### config.mk
export PLATFORM = sky130hd
export DESIGN_NAME = vga_scanout_flat
export DESIGN_NICKNAME = d
export VERILOG_FILES = /design/src/rtl/vga_scanout_if.sv /design/src/rtl/vga_scanout.sv /design/src/flat_wrapper.sv
export SDC_FILE = /design/constraint.sdc
export NUM_CORES = 1
export LEC_CHECK = 0
export CORE_MARGIN = 5
export CORE_UTILIZATION = 31
export CTS_CLUSTER_SIZE = 30
export DETAILED_ROUTE_END_ITERATION = 8
export GPL_TIMING_DRIVEN = 1
export PLACE_DENSITY = 0.52
export SKIP_CTS_REPAIR_TIMING = 1
export SYNTH_ARGS = -nofsm -noshare
export SYNTH_HDL_FRONTEND = slang
export SYNTH_SLANG_ARGS = --single-unit
### constraint.sdc
create_clock -name mem_clk -period 5.15 [get_ports mem_clk]
set_input_delay 1.03 -clock mem_clk [delete_from_list [all_inputs] [get_ports mem_clk]]
set_output_delay 1.03 -clock mem_clk [all_outputs]
set_load 0.01 [all_outputs]
### src/rtl/vga_scanout_if.sv
// rtl/vga_scanout_if.sv - frame-buffer RAM port, host write port and video outputs of vga_scanout
interface vga_scanout_if;
    logic [9:0] addr;
    logic [3:0] din;
    logic       write_en;
    logic [3:0] ram_dout;
    logic       wr_req;
    logic [9:0] wr_addr;
    logic [3:0] wr_data;
    logic       wr_ack;
    logic       hsync;
    logic       vsync;
    logic       de;
    logic [3:0] color;
    logic       frame_start;

    modport master (
        output addr, din, write_en, wr_ack,
        output hsync, vsync, de, color, frame_start,
        input  ram_dout, wr_req, wr_addr, wr_data
    );

    modport slave (
        input  addr, din, write_en, wr_ack,
        input  hsync, vsync, de, color, frame_start,
        output ram_dout, wr_req, wr_addr, wr_data
    );
endinterface

### src/rtl/vga_scanout.sv
// rtl/vga_scanout.sv - VGA timing and cell-mapped frame-buffer scanout; SCANOUT_BORDER_EN forces a 4'hF border
module vga_scanout #(
    parameter int H_ACTIVE = 640,
    parameter int H_FP     = 16,
    parameter int H_SYNC   = 96,
    parameter int H_BP     = 48,
    parameter int V_ACTIVE = 480,
    parameter int V_FP     = 10,
    parameter int V_SYNC   = 2,
    parameter int V_BP     = 33,
    parameter int CELL_W   = 20,
    parameter int CELL_H   = 15
) (
    input  logic          mem_clk,
    input  logic          rst_n,
    vga_scanout_if.master bus
);

    localparam int H_TOTAL = H_ACTIVE + H_FP + H_SYNC + H_BP;
    localparam int V_TOTAL = V_ACTIVE + V_FP + V_SYNC + V_BP;
    localparam int HW      = $clog2(H_TOTAL);
    localparam int VW      = $clog2(V_TOTAL);
    localparam int SXW     = (CELL_W > 1) ? $clog2(CELL_W) : 1;
    localparam int SYW     = (CELL_H > 1) ? $clog2(CELL_H) : 1;

    localparam logic [HW-1:0]  H_LAST    = HW'(H_TOTAL - 1);
    localparam logic [HW-1:0]  H_ACT     = HW'(H_ACTIVE);
    localparam logic [HW-1:0]  H_X_LAST  = HW'(H_ACTIVE - 1);
    localparam logic [HW-1:0]  H_SYNC_S  = HW'(H_ACTIVE + H_FP);
    localparam logic [HW-1:0]  H_SYNC_E  = HW'(H_ACTIVE + H_FP + H_SYNC);
    localparam logic [VW-1:0]  V_LAST    = VW'(V_TOTAL - 1);
    localparam logic [VW-1:0]  V_ACT     = VW'(V_ACTIVE);
    localparam logic [VW-1:0]  V_Y_LAST  = VW'(V_ACTIVE - 1);
    localparam logic [VW-1:0]  V_SYNC_S  = VW'(V_ACTIVE + V_FP);
    localparam logic [VW-1:0]  V_SYNC_E  = VW'(V_ACTIVE + V_FP + V_SYNC);
    localparam logic [SXW-1:0] SX_LAST   = SXW'(CELL_W - 1);
    localparam logic [SYW-1:0] SY_LAST   = SYW'(CELL_H - 1);

    logic [HW-1:0]  r_h_cnt;
    logic [VW-1:0]  r_v_cnt;
    logic [SXW-1:0] r_sub_x;
    logic [SYW-1:0] r_sub_y;
    logic [4:0]     r_cell_col;
    logic [4:0]     r_cell_row;

    logic r_de1, r_hs1, r_vs1, r_fs1, r_bd1;
    logic r_de2, r_hs2, r_vs2, r_fs2;
    logic [3:0] r_color;

    logic w_h_wrap;
    logic w_v_wrap;
    logic w_active;
    logic w_line_active;
    logic w_hsync;
    logic w_vsync;
    logic w_frame_start;
    logic w_border;
    logic w_wr_go;

    assign w_h_wrap      = (r_h_cnt == H_LAST);
    assign w_v_wrap      = (r_v_cnt == V_LAST);
    assign w_line_active = (r_v_cnt < V_ACT);
    assign w_active      = (r_h_cnt < H_ACT) && w_line_active;
    assign w_hsync       = !((r_h_cnt >= H_SYNC_S) && (r_h_cnt < H_SYNC_E));
    assign w_vsync       = !((r_v_cnt >= V_SYNC_S) && (r_v_cnt < V_SYNC_E));
    assign w_frame_start = (r_h_cnt == '0) && (r_v_cnt == '0);

`ifdef SCANOUT_BORDER_EN
    assign w_border = w_active && ((r_h_cnt == '0) || (r_h_cnt == H_X_LAST) ||
                                   (r_v_cnt == '0) || (r_v_cnt == V_Y_LAST));
`else
    assign w_border = 1'b0;
`endif

    // Host writes borrow the RAM port only while the beam is blanked; rst_n gates them off at once.
    assign w_wr_go      = rst_n && bus.wr_req && !w_active;
    assign bus.write_en = w_wr_go;
    assign bus.wr_ack   = w_wr_go;
    assign bus.din      = w_wr_go ? bus.wr_data : 4'h0;
    assign bus.addr     = w_wr_go ? bus.wr_addr : {r_cell_row, r_cell_col};

    always_ff @(posedge mem_clk or negedge rst_n) begin
        if (!rst_n) begin
            r_h_cnt <= '0;
            r_v_cnt <= '0;
        end else if (w_h_wrap) begin
            r_h_cnt <= '0;
            r_v_cnt <= w_v_wrap ? '0 : r_v_cnt + 1'b1;
        end else begin
            r_h_cnt <= r_h_cnt + 1'b1;
        end
    end

    always_ff @(posedge mem_clk or negedge rst_n) begin
        if (!rst_n) begin
            r_sub_x    <= '0;
            r_cell_col <= '0;
        end else if (w_h_wrap) begin
            r_sub_x    <= '0;
            r_cell_col <= '0;
        end else if (w_active) begin
            if (r_sub_x == SX_LAST) begin
                r_sub_x    <= '0;
                r_cell_col <= r_cell_col + 1'b1;
            end else begin
                r_sub_x <= r_sub_x + 1'b1;
            end
        end
    end

    always_ff @(posedge mem_clk or negedge rst_n) begin
        if (!rst_n) begin
            r_sub_y    <= '0;
            r_cell_row <= '0;
        end else if (w_h_wrap) begin
            if (w_v_wrap) begin
                r_sub_y    <= '0;
                r_cell_row <= '0;
            end else if (w_line_active) begin
                if (r_sub_y == SY_LAST) begin
                    r_sub_y    <= '0;
                    r_cell_row <= r_cell_row + 1'b1;
                end else begin
                    r_sub_y <= r_sub_y + 1'b1;
                end
            end
        end
    end

    // Stage 1 waits out the RAM read; stage 2 lands alongside the registered colour.
    always_ff @(posedge mem_clk or negedge rst_n) begin
        if (!rst_n) begin
            r_de1   <= 1'b0;
            r_hs1   <= 1'b1;
            r_vs1   <= 1'b1;
            r_fs1   <= 1'b0;
            r_bd1   <= 1'b0;
            r_de2   <= 1'b0;
            r_hs2   <= 1'b1;
            r_vs2   <= 1'b1;
            r_fs2   <= 1'b0;
            r_color <= 4'h0;
        end else begin
            r_de1 <= w_active;
            r_hs1 <= w_hsync;
            r_vs1 <= w_vsync;
            r_fs1 <= w_frame_start;
            r_bd1 <= w_border;
            r_de2 <= r_de1;
            r_hs2 <= r_hs1;
            r_vs2 <= r_vs1;
            r_fs2 <= r_fs1;
            if (!r_de1) begin
                r_color <= 4'h0;
            end else if (r_bd1) begin
                r_color <= 4'hF;
            end else begin
                r_color <= bus.ram_dout;
            end
        end
    end

    assign bus.hsync       = r_hs2;
    assign bus.vsync       = r_vs2;
    assign bus.de          = r_de2;
    assign bus.frame_start = r_fs2;
    assign bus.color       = r_color;

endmodule

### src/flat_wrapper.sv
// flat-port wrapper written by rule: the top's interface ports become plain ports
module vga_scanout_flat 
#(
    parameter int H_ACTIVE = 640,
    parameter int H_FP     = 16,
    parameter int H_SYNC   = 96,
    parameter int H_BP     = 48,
    parameter int V_ACTIVE = 480,
    parameter int V_FP     = 10,
    parameter int V_SYNC   = 2,
    parameter int V_BP     = 33,
    parameter int CELL_W   = 20,
    parameter int CELL_H   = 15
)
  (mem_clk, rst_n, bus_addr, bus_din, bus_write_en, bus_wr_ack, bus_hsync, bus_vsync, bus_de, bus_color, bus_frame_start, bus_ram_dout, bus_wr_req, bus_wr_addr, bus_wr_data);
  vga_scanout_if bus_i ();
  input  logic mem_clk;
  input  logic rst_n;
  output wire logic [$bits(bus_i.addr)-1:0] bus_addr;
  output wire logic [$bits(bus_i.din)-1:0] bus_din;
  output wire logic [$bits(bus_i.write_en)-1:0] bus_write_en;
  output wire logic [$bits(bus_i.wr_ack)-1:0] bus_wr_ack;
  output wire logic [$bits(bus_i.hsync)-1:0] bus_hsync;
  output wire logic [$bits(bus_i.vsync)-1:0] bus_vsync;
  output wire logic [$bits(bus_i.de)-1:0] bus_de;
  output wire logic [$bits(bus_i.color)-1:0] bus_color;
  output wire logic [$bits(bus_i.frame_start)-1:0] bus_frame_start;
  input wire logic [$bits(bus_i.ram_dout)-1:0] bus_ram_dout;
  input wire logic [$bits(bus_i.wr_req)-1:0] bus_wr_req;
  input wire logic [$bits(bus_i.wr_addr)-1:0] bus_wr_addr;
  input wire logic [$bits(bus_i.wr_data)-1:0] bus_wr_data;
  assign bus_addr = bus_i.addr;
  assign bus_din = bus_i.din;
  assign bus_write_en = bus_i.write_en;
  assign bus_wr_ack = bus_i.wr_ack;
  assign bus_hsync = bus_i.hsync;
  assign bus_vsync = bus_i.vsync;
  assign bus_de = bus_i.de;
  assign bus_color = bus_i.color;
  assign bus_frame_start = bus_i.frame_start;
  assign bus_i.ram_dout = bus_ram_dout;
  assign bus_i.wr_req = bus_wr_req;
  assign bus_i.wr_addr = bus_wr_addr;
  assign bus_i.wr_data = bus_wr_data;
  vga_scanout #(.H_ACTIVE(H_ACTIVE), .H_FP(H_FP), .H_SYNC(H_SYNC), .H_BP(H_BP), .V_ACTIVE(V_ACTIVE), .V_FP(V_FP), .V_SYNC(V_SYNC), .V_BP(V_BP), .CELL_W(CELL_W), .CELL_H(CELL_H)) u_core (.mem_clk(mem_clk), .rst_n(rst_n), .bus(bus_i));
endmodule
==> impl_metrics.json, run 1 <==
{
  "status": "complete, no violations",
  "ys_ff_latch": 51,
  "vias_per_cell": 4.94,
  "ys_types": 50,
  "finalWorstPathRequiredPeriod_ns": 3.67,
  "cts_sinks": 51,
  "crit_required_ns": 4.12,
  "cp.buffers_inverters": 2,
  "syn-cell-area_um2": 2720,
  "dr.first_iter.drc_count": 91,
  "track_usage_pct": 11.0,
  "die_w_um": 104,
  "synthFlopType": "dfrtp_1",
  "cp_cell_sequence": "clkdlybuf4s50_1, and3_4, mux2_2, clkdlybuf4s50_1",
  "portBuffers": 44,
  "ios": 45,
  "setup_violations": 0,
  "area_delta_synth_final_pct": 22.1,
  "path_max_fanout": 16,
  "tritoncts": "yes",
  "ys_seq_area_share_pct": 47.0,
  "worstSetupEndpointType": "output port",
  "power_per_cell_area_nw_per_um2": 218,
  "syn_inst": 260,
  "clk_latency_ns": 0.31,
  "period_share_pct": 71.2,
  "die_area_um2": 10800,
  "fin_ws_ns": 1.48,
  "floorplan.initialDensity_pct": 31.5,
  "critPathTopFamily": "buffers and inverters",
  "crit_arrival_ns": 2.64,
  "hold_path_class": "reg -> reg",
  "fmax_ghz": 0.273,
  "synth_top_area_share_pct": 43.2,
  "async_reset_ff_share_pct": 100,
  "slew_headroom_pct": 37.5,
  "cp_slowest_cell": "clkdlybuf4s50_1",
  "cpMostUsedCell": "clkdlybuf4s50_1",
  "antenna_found_initial": 0,
  "place_inst": 402,
  "place_area_um2": 3210,
  "antenna_left": 0,
  "critical_path_class": "in -> out",
  "dp_slack_ns": 1.47,
  "cts-root-buf": "clkbuf_8",
  "die_y_um": 104,
  "grt_pass1_wl_um": 10100,
  "cap_violations": 0,
  "fill_cells": 865,
  "ir_worst_vdd_mv": 0.174,
  "grt_use_met3_pct": 2.61,
  "core_area_um2": 8640,
  "rsz0062_at_grt": "no",
  "tightestPinTransition_ns": 0.925,
  "use_met1_pct": 15.9,
  "path_clk_slew_ns": 0.09,
  "drc_errors": 0,
  "grt_pass1_vias": 1972,
  "core.rowCount": 34,
  "gr-usage-met2_pct": 16.7,
  "maxSlewViolCount": 0,
  "drt-pass1-iter-count": 4,
  "htreeDepth": 2,
  "drive_gt1_share_pct": 11.3,
  "vias": 2025,
  "synth.area.top_cells": "dfrtp_1 (43%), ha_1 (4.1%), dfstp_2 (3.9%), xor2_1 (3.9%), nand3_1 (3.1%)",
  "wire_per_inst_um": 13.9,
  "slowest_delay_ns": 0.48,
  "power_leakage_uw": 0.00142,
  "clockBufferDepth": 2,
  "final_cell_area_um2": 3330,
  "nets": 331,
  "startpoint_type": "primary input",
  "grt_start_max_net_pins": 52,
  "insertedDiodeCount": 0,
  "place.gp.congestion": 0.761,
  "place_hpwl_um": 3980,
  "syn_avg_cell_area_um2": 10.5,
  "final_cells": 410,
  "synth-edff-count": 0,
  "synth_top_area_cell": "dfrtp_1",
  "fin_skew_ns": 0.0117,
  "synth.net_count": 290,
  "numCtsBuffers": 5,
  "top_usage_layer": "met2",
  "timing.final.hold_violations": 0,
  "ys_warn_count": 0,
  "tns_ns": 0,
  "finalWirelength_um": 5710,
  "grt_overflow": 0
}
[state kept, by name, summed over array words and instances (netlist names), 4 cells and up]
signal / count
u_core.r_sub_y: 4
u_core.r_cell_row: 5
u_core.r_h_cnt: 10
u_core.r_sub_x: 5
u_core.r_cell_col: 5
u_core.bus.color: 4
u_core.r_v_cnt: 10
[per-stage QoR]
stage	total power (µW)	hold slack (ns)	utilization, %
after floorplan	412	0.331	-
after global placement	439	0.333	37.2
after detailed placement	440	0.348	37.2
after CTS	733	0.363	38.5
after global routing	760	0.365	38.5
final	726	0.361	38.5
[final timing paths]
check | end | start | depth (start not counted) | slack [ns]
hold reg to reg | u_core.bus.hsync | u_core.r_hs1 | 0 | 0.36
hold / removal | u_core.bus.hsync | u_core.r_hs1 | 0 | 0.36
min in group asynchronous | u_core.r_v_cnt[6] | rst_n | 2 | 0.93
max in group asynchronous | u_core.r_v_cnt[2] | rst_n | 2 | 3.80
setup / recovery | bus_addr[9] | bus_wr_req | 4 | 1.48
setup reg to reg | u_core.r_v_cnt[4] | u_core.r_h_cnt[0] | 5 | 2.75
[Yosys cell counts (2+ instances only)]
| library cell | n |
|---|---|
| nand3_1 | 17 |
| buf_6 | 3 |
| ha_1 | 9 |
| o21ai_0 | 12 |
| nor4_1 | 5 |
| nand4b_1 | 2 |
| buf_2 | 6 |
| and2_1 | 6 |
| a31oi_1 | 3 |
| dfrtp_1 | 47 |
| xor2_1 | 12 |
| mux2_4 | 5 |
| mux2i_1 | 3 |
| mux2_2 | 5 |
| nor2b_1 | 3 |
| or4_1 | 5 |
| nand2_1 | 16 |
| a22o_1 | 6 |
| nor2_1 | 17 |
| o31ai_1 | 2 |
| or3_1 | 3 |
| and3_1 | 9 |
| nand4_1 | 4 |
| nor3_1 | 9 |
| a21oi_1 | 8 |
| and2_2 | 4 |
| dfstp_2 | 4 |
| xnor2_1 | 2 |
| inv_1 | 11 |
| a21o_1 | 2 |
[metal layers]
layer / vias up / wire [µm]
li1: 1012 / -
met1: 985 / 2880
met2: 24 / 2640
met3: 4 / 150
met4: 0 / 38
met5: - / 0
[logic make-up (layout without fill, tap and decap cells)]
kind of cell	after synthesis	after routing	synth area share, %
flops	51	51	47.0
compound gates	43	43	11.5
xor+xnor	14	14	4.50
buf+inv	22	64	4.87
mux	13	13	5.93
simple gates	108	108	22.0
fa+ha+maj	9	9	4.13
[final cells by class]
type                       instances  area [µm²]  area share, %
tap                              108         135           4.06
inverter                          11        41.3           1.24
timing repair buffer              45         443           13.3
multi-input combinational        187        1310           39.4
sequential                        51        1280           38.5
clock inverter                     3        47.5           1.43
clock buffer                       5        68.8           2.07
[where the power goes]
part	switching (µW)	leakage (µW)	internal, µW
registers	0.410	0.000650	402
logic	11.6	0.000707	16.7
clock network	148	0.0000587	148
[layout by cell type (no fill, tap or decap), types with 2 or more instances in the layout]
| master | instances |
|---|---|
| dfrtp_1 | 47 |
| clkdlybuf4s50_1 | 43 |
| nand3_1 | 17 |
| nor2_1 | 17 |
| nand2_1 | 16 |
| o21ai_0 | 12 |
| xor2_1 | 12 |
| inv_1 | 11 |
| and3_1 | 9 |
| nor3_1 | 9 |
| ha_1 | 9 |
| a21oi_1 | 8 |
| and2_1 | 6 |
| a22o_1 | 6 |
| mux2_4 | 5 |
| mux2_2 | 5 |
| or4_1 | 5 |
| nor4_1 | 5 |
| clkbuf_8 | 5 |
| and2_2 | 4 |
| nand4_1 | 4 |
| dfstp_2 | 4 |
| nor2b_1 | 3 |
| mux2i_1 | 3 |
| or3_1 | 3 |
| a31oi_1 | 3 |
| o31ai_1 | 2 |
| xnor2_1 | 2 |
| nand4b_1 | 2 |
| a21o_1 | 2 |
No activity file was read; power rests on OpenSTA's default activity.
==> inputs of run 2 (changes only) <==
clock period = 3.4 ns   (was 5.15 ns; I/O delays follow)
==> impl_metrics.json, run 2 (synthesis results as in run 1) <==
{
  "multi_input_area_um2": 1310,
  "final_common_cell": "dfrtp_1",
  "crit_required_ns": 2.72,
  "clk_latency_ns": 0.30,
  "place_inst": 405,
  "maxSlewViolCount": 0,
  "clockPowerShare_pct": 40.4,
  "htreeDepth": 2,
  "drc_errors": 0,
  "portBuffers": 44,
  "status": "complete, no violations",
  "cts_sinks": 51,
  "grt_start_max_net_pins": 52,
  "wire_per_inst_um": 13.7,
  "grt_pass1_vias": 1960,
  "clockBufferDepth": 2,
  "final_cell_area_um2": 3350,
  "vias_per_cell": 4.97,
  "numCtsBuffers": 5,
  "worstSetupEndpointType": "output port",
  "rsz0062_at_grt": "no",
  "power_leakage_uw": 0.00143,
  "drt-pass1-iter-count": 4,
  "finalWorstPathRequiredPeriod_ns": 3.00,
  "grt_overflow": 0,
  "setup_violations": 0,
  "insertedDiodeCount": 0,
  "wl_met3_um": 110,
  "core_area_um2": 8640,
  "slowest_delay_ns": 0.48,
  "crit_arrival_ns": 2.32,
  "holdWs_ns": 0.356,
  "final_cells": 413,
  "drive_gt1_share_pct": 12.1,
  "top_regs": "u_core.r_h_cnt (10), u_core.r_v_cnt (10)",
  "cp_cell_sequence": "o21ai_2, nand2_4, and3_4, mux2_4, clkdlybuf4s50_1",
  "cts-root-buf": "clkbuf_8",
  "cp.buffers_inverters": 1,
  "cap_violations": 0,
  "dr.first_iter.drc_count": 48,
  "regArea_um2": 1280,
  "critical_path_class": "reg -> out",
  "tightestPinTransition_ns": 0.972,
  "place.gp.congestion": 0.745,
  "tritoncts": "yes",
  "seqPwrFrac_pct": 55.7,
  "m1WireLength_um": 2910,
  "final_cell_mix": "dfrtp_1 (47), clkdlybuf4s50_1 (43), nand3_1 (17), nor2_1 (17), nand2_1 (16)",
  "slew_headroom_pct": 34.3,
  "combPwrFrac_pct": 3.9,
  "die_area_um2": 10800,
  "tns_ns": 0,
  "grt_pass1_wl_um": 9690,
  "critPathTopFamily": "buffers and inverters",
  "antenna_left": 0,
  "total_power_uw": 1090,
  "fmax_ghz": 0.333,
  "antenna_found_initial": 0,
  "startpoint_type": "register",
  "met2_length_um": 2630,
  "hold_path_class": "reg -> reg",
  "fill_cells": 852,
  "core.rowCount": 34,
  "finalWirelength_um": 5670,
  "path_max_fanout": 16,
  "place_hpwl_um": 4020,
  "area_delta_synth_final_pct": 23.0,
  "place_area_um2": 3230,
  "power.net_switching_uw": 222,
  "die_w_um": 104,
  "sw_frac_of_total_pct": 20.3,
  "path_clk_slew_ns": 0.09,
  "floorplan.initialDensity_pct": 31.5,
  "fin_skew_ns": 0.00429,
  "die_y_um": 104,
  "track_usage_pct": 10.6,
  "crit_path_start": "u_core.r_h_cnt[7]",
  "hold_path.startpoint": "u_core.r_fs1",
  "highest_layer": "met4",
  "vias": 2053,
  "timing.final.hold_violations": 0,
  "r2r-start": "u_core.r_h_cnt[0]",
  "nets": 334,
  "ir_worst_vdd_mv": 0.158,
  "ios": 45,
  "p_int_uw": 872,
  "power_per_cell_area_nw_per_um2": 327,
  "cp_slowest_cell": "clkdlybuf4s50_1",
  "period_share_pct": 88.4
}
run 2: cell types whose count changed in the layout (fill, tap and decap cells not counted):
cell	delta
clkinv_4	-1
clkinv_2	+1
buf_4	+3
clkbuf_8	+1
inv_6	-1
run 2: power by group through the flow:
stage | sequential (µW) | combinational, µW | clock [µW]
after floorplan | 623 | 1.85 | 0
after global placement | 621 | 44.4 | 0
after detailed placement | 621 | 45.0 | 0
after CTS | 609 | 44.9 | 462
after global routing | 610 | 47.8 | 482
final | 609 | 42.7 | 443
run 2: final timing paths:
kind | to | slack (ns) | cells after the start
min in group asynchronous | u_core.r_v_cnt[6] | 0.59 | 2
min | u_core.bus.frame_start | 0.36 | 0
min reg2reg | u_core.bus.frame_start | 0.36 | 0
max | bus_addr[4] | 0.40 | 5
max in group asynchronous | u_core.r_v_cnt[2] | 2.38 | 2
max reg2reg | u_core.r_cell_row[1] | 1.19 | 5
run 2: area by class of cell:
| class | instances | area share [%] |
|---|---|---|
| multi-input combinational | 187 | 39.1 |
| clock buffer | 6 | 2.46 |
| sequential | 51 | 38.2 |
| timing repair buffer | 48 | 13.9 |
| clock inverter | 2 | 1.05 |
| inverter | 11 | 1.23 |
| tap | 108 | 4.03 |
run 2: metal layers:
layer / global-route usage (%) / vias up
met5: 0 / -
met4: 2.68 / 0
met3: 2.11 / 2
met2: 16.0 / 22
met1: 15.4 / 1004
li1: - / 1025
run 2: per-stage QoR:
step,utilization (%),setup WS (ns)
after global routing,38.8,0.259
after floorplan,-,1.08
after global placement,37.4,0.433
after detailed placement,37.4,0.415
after CTS,38.8,0.325
final,38.8,0.395
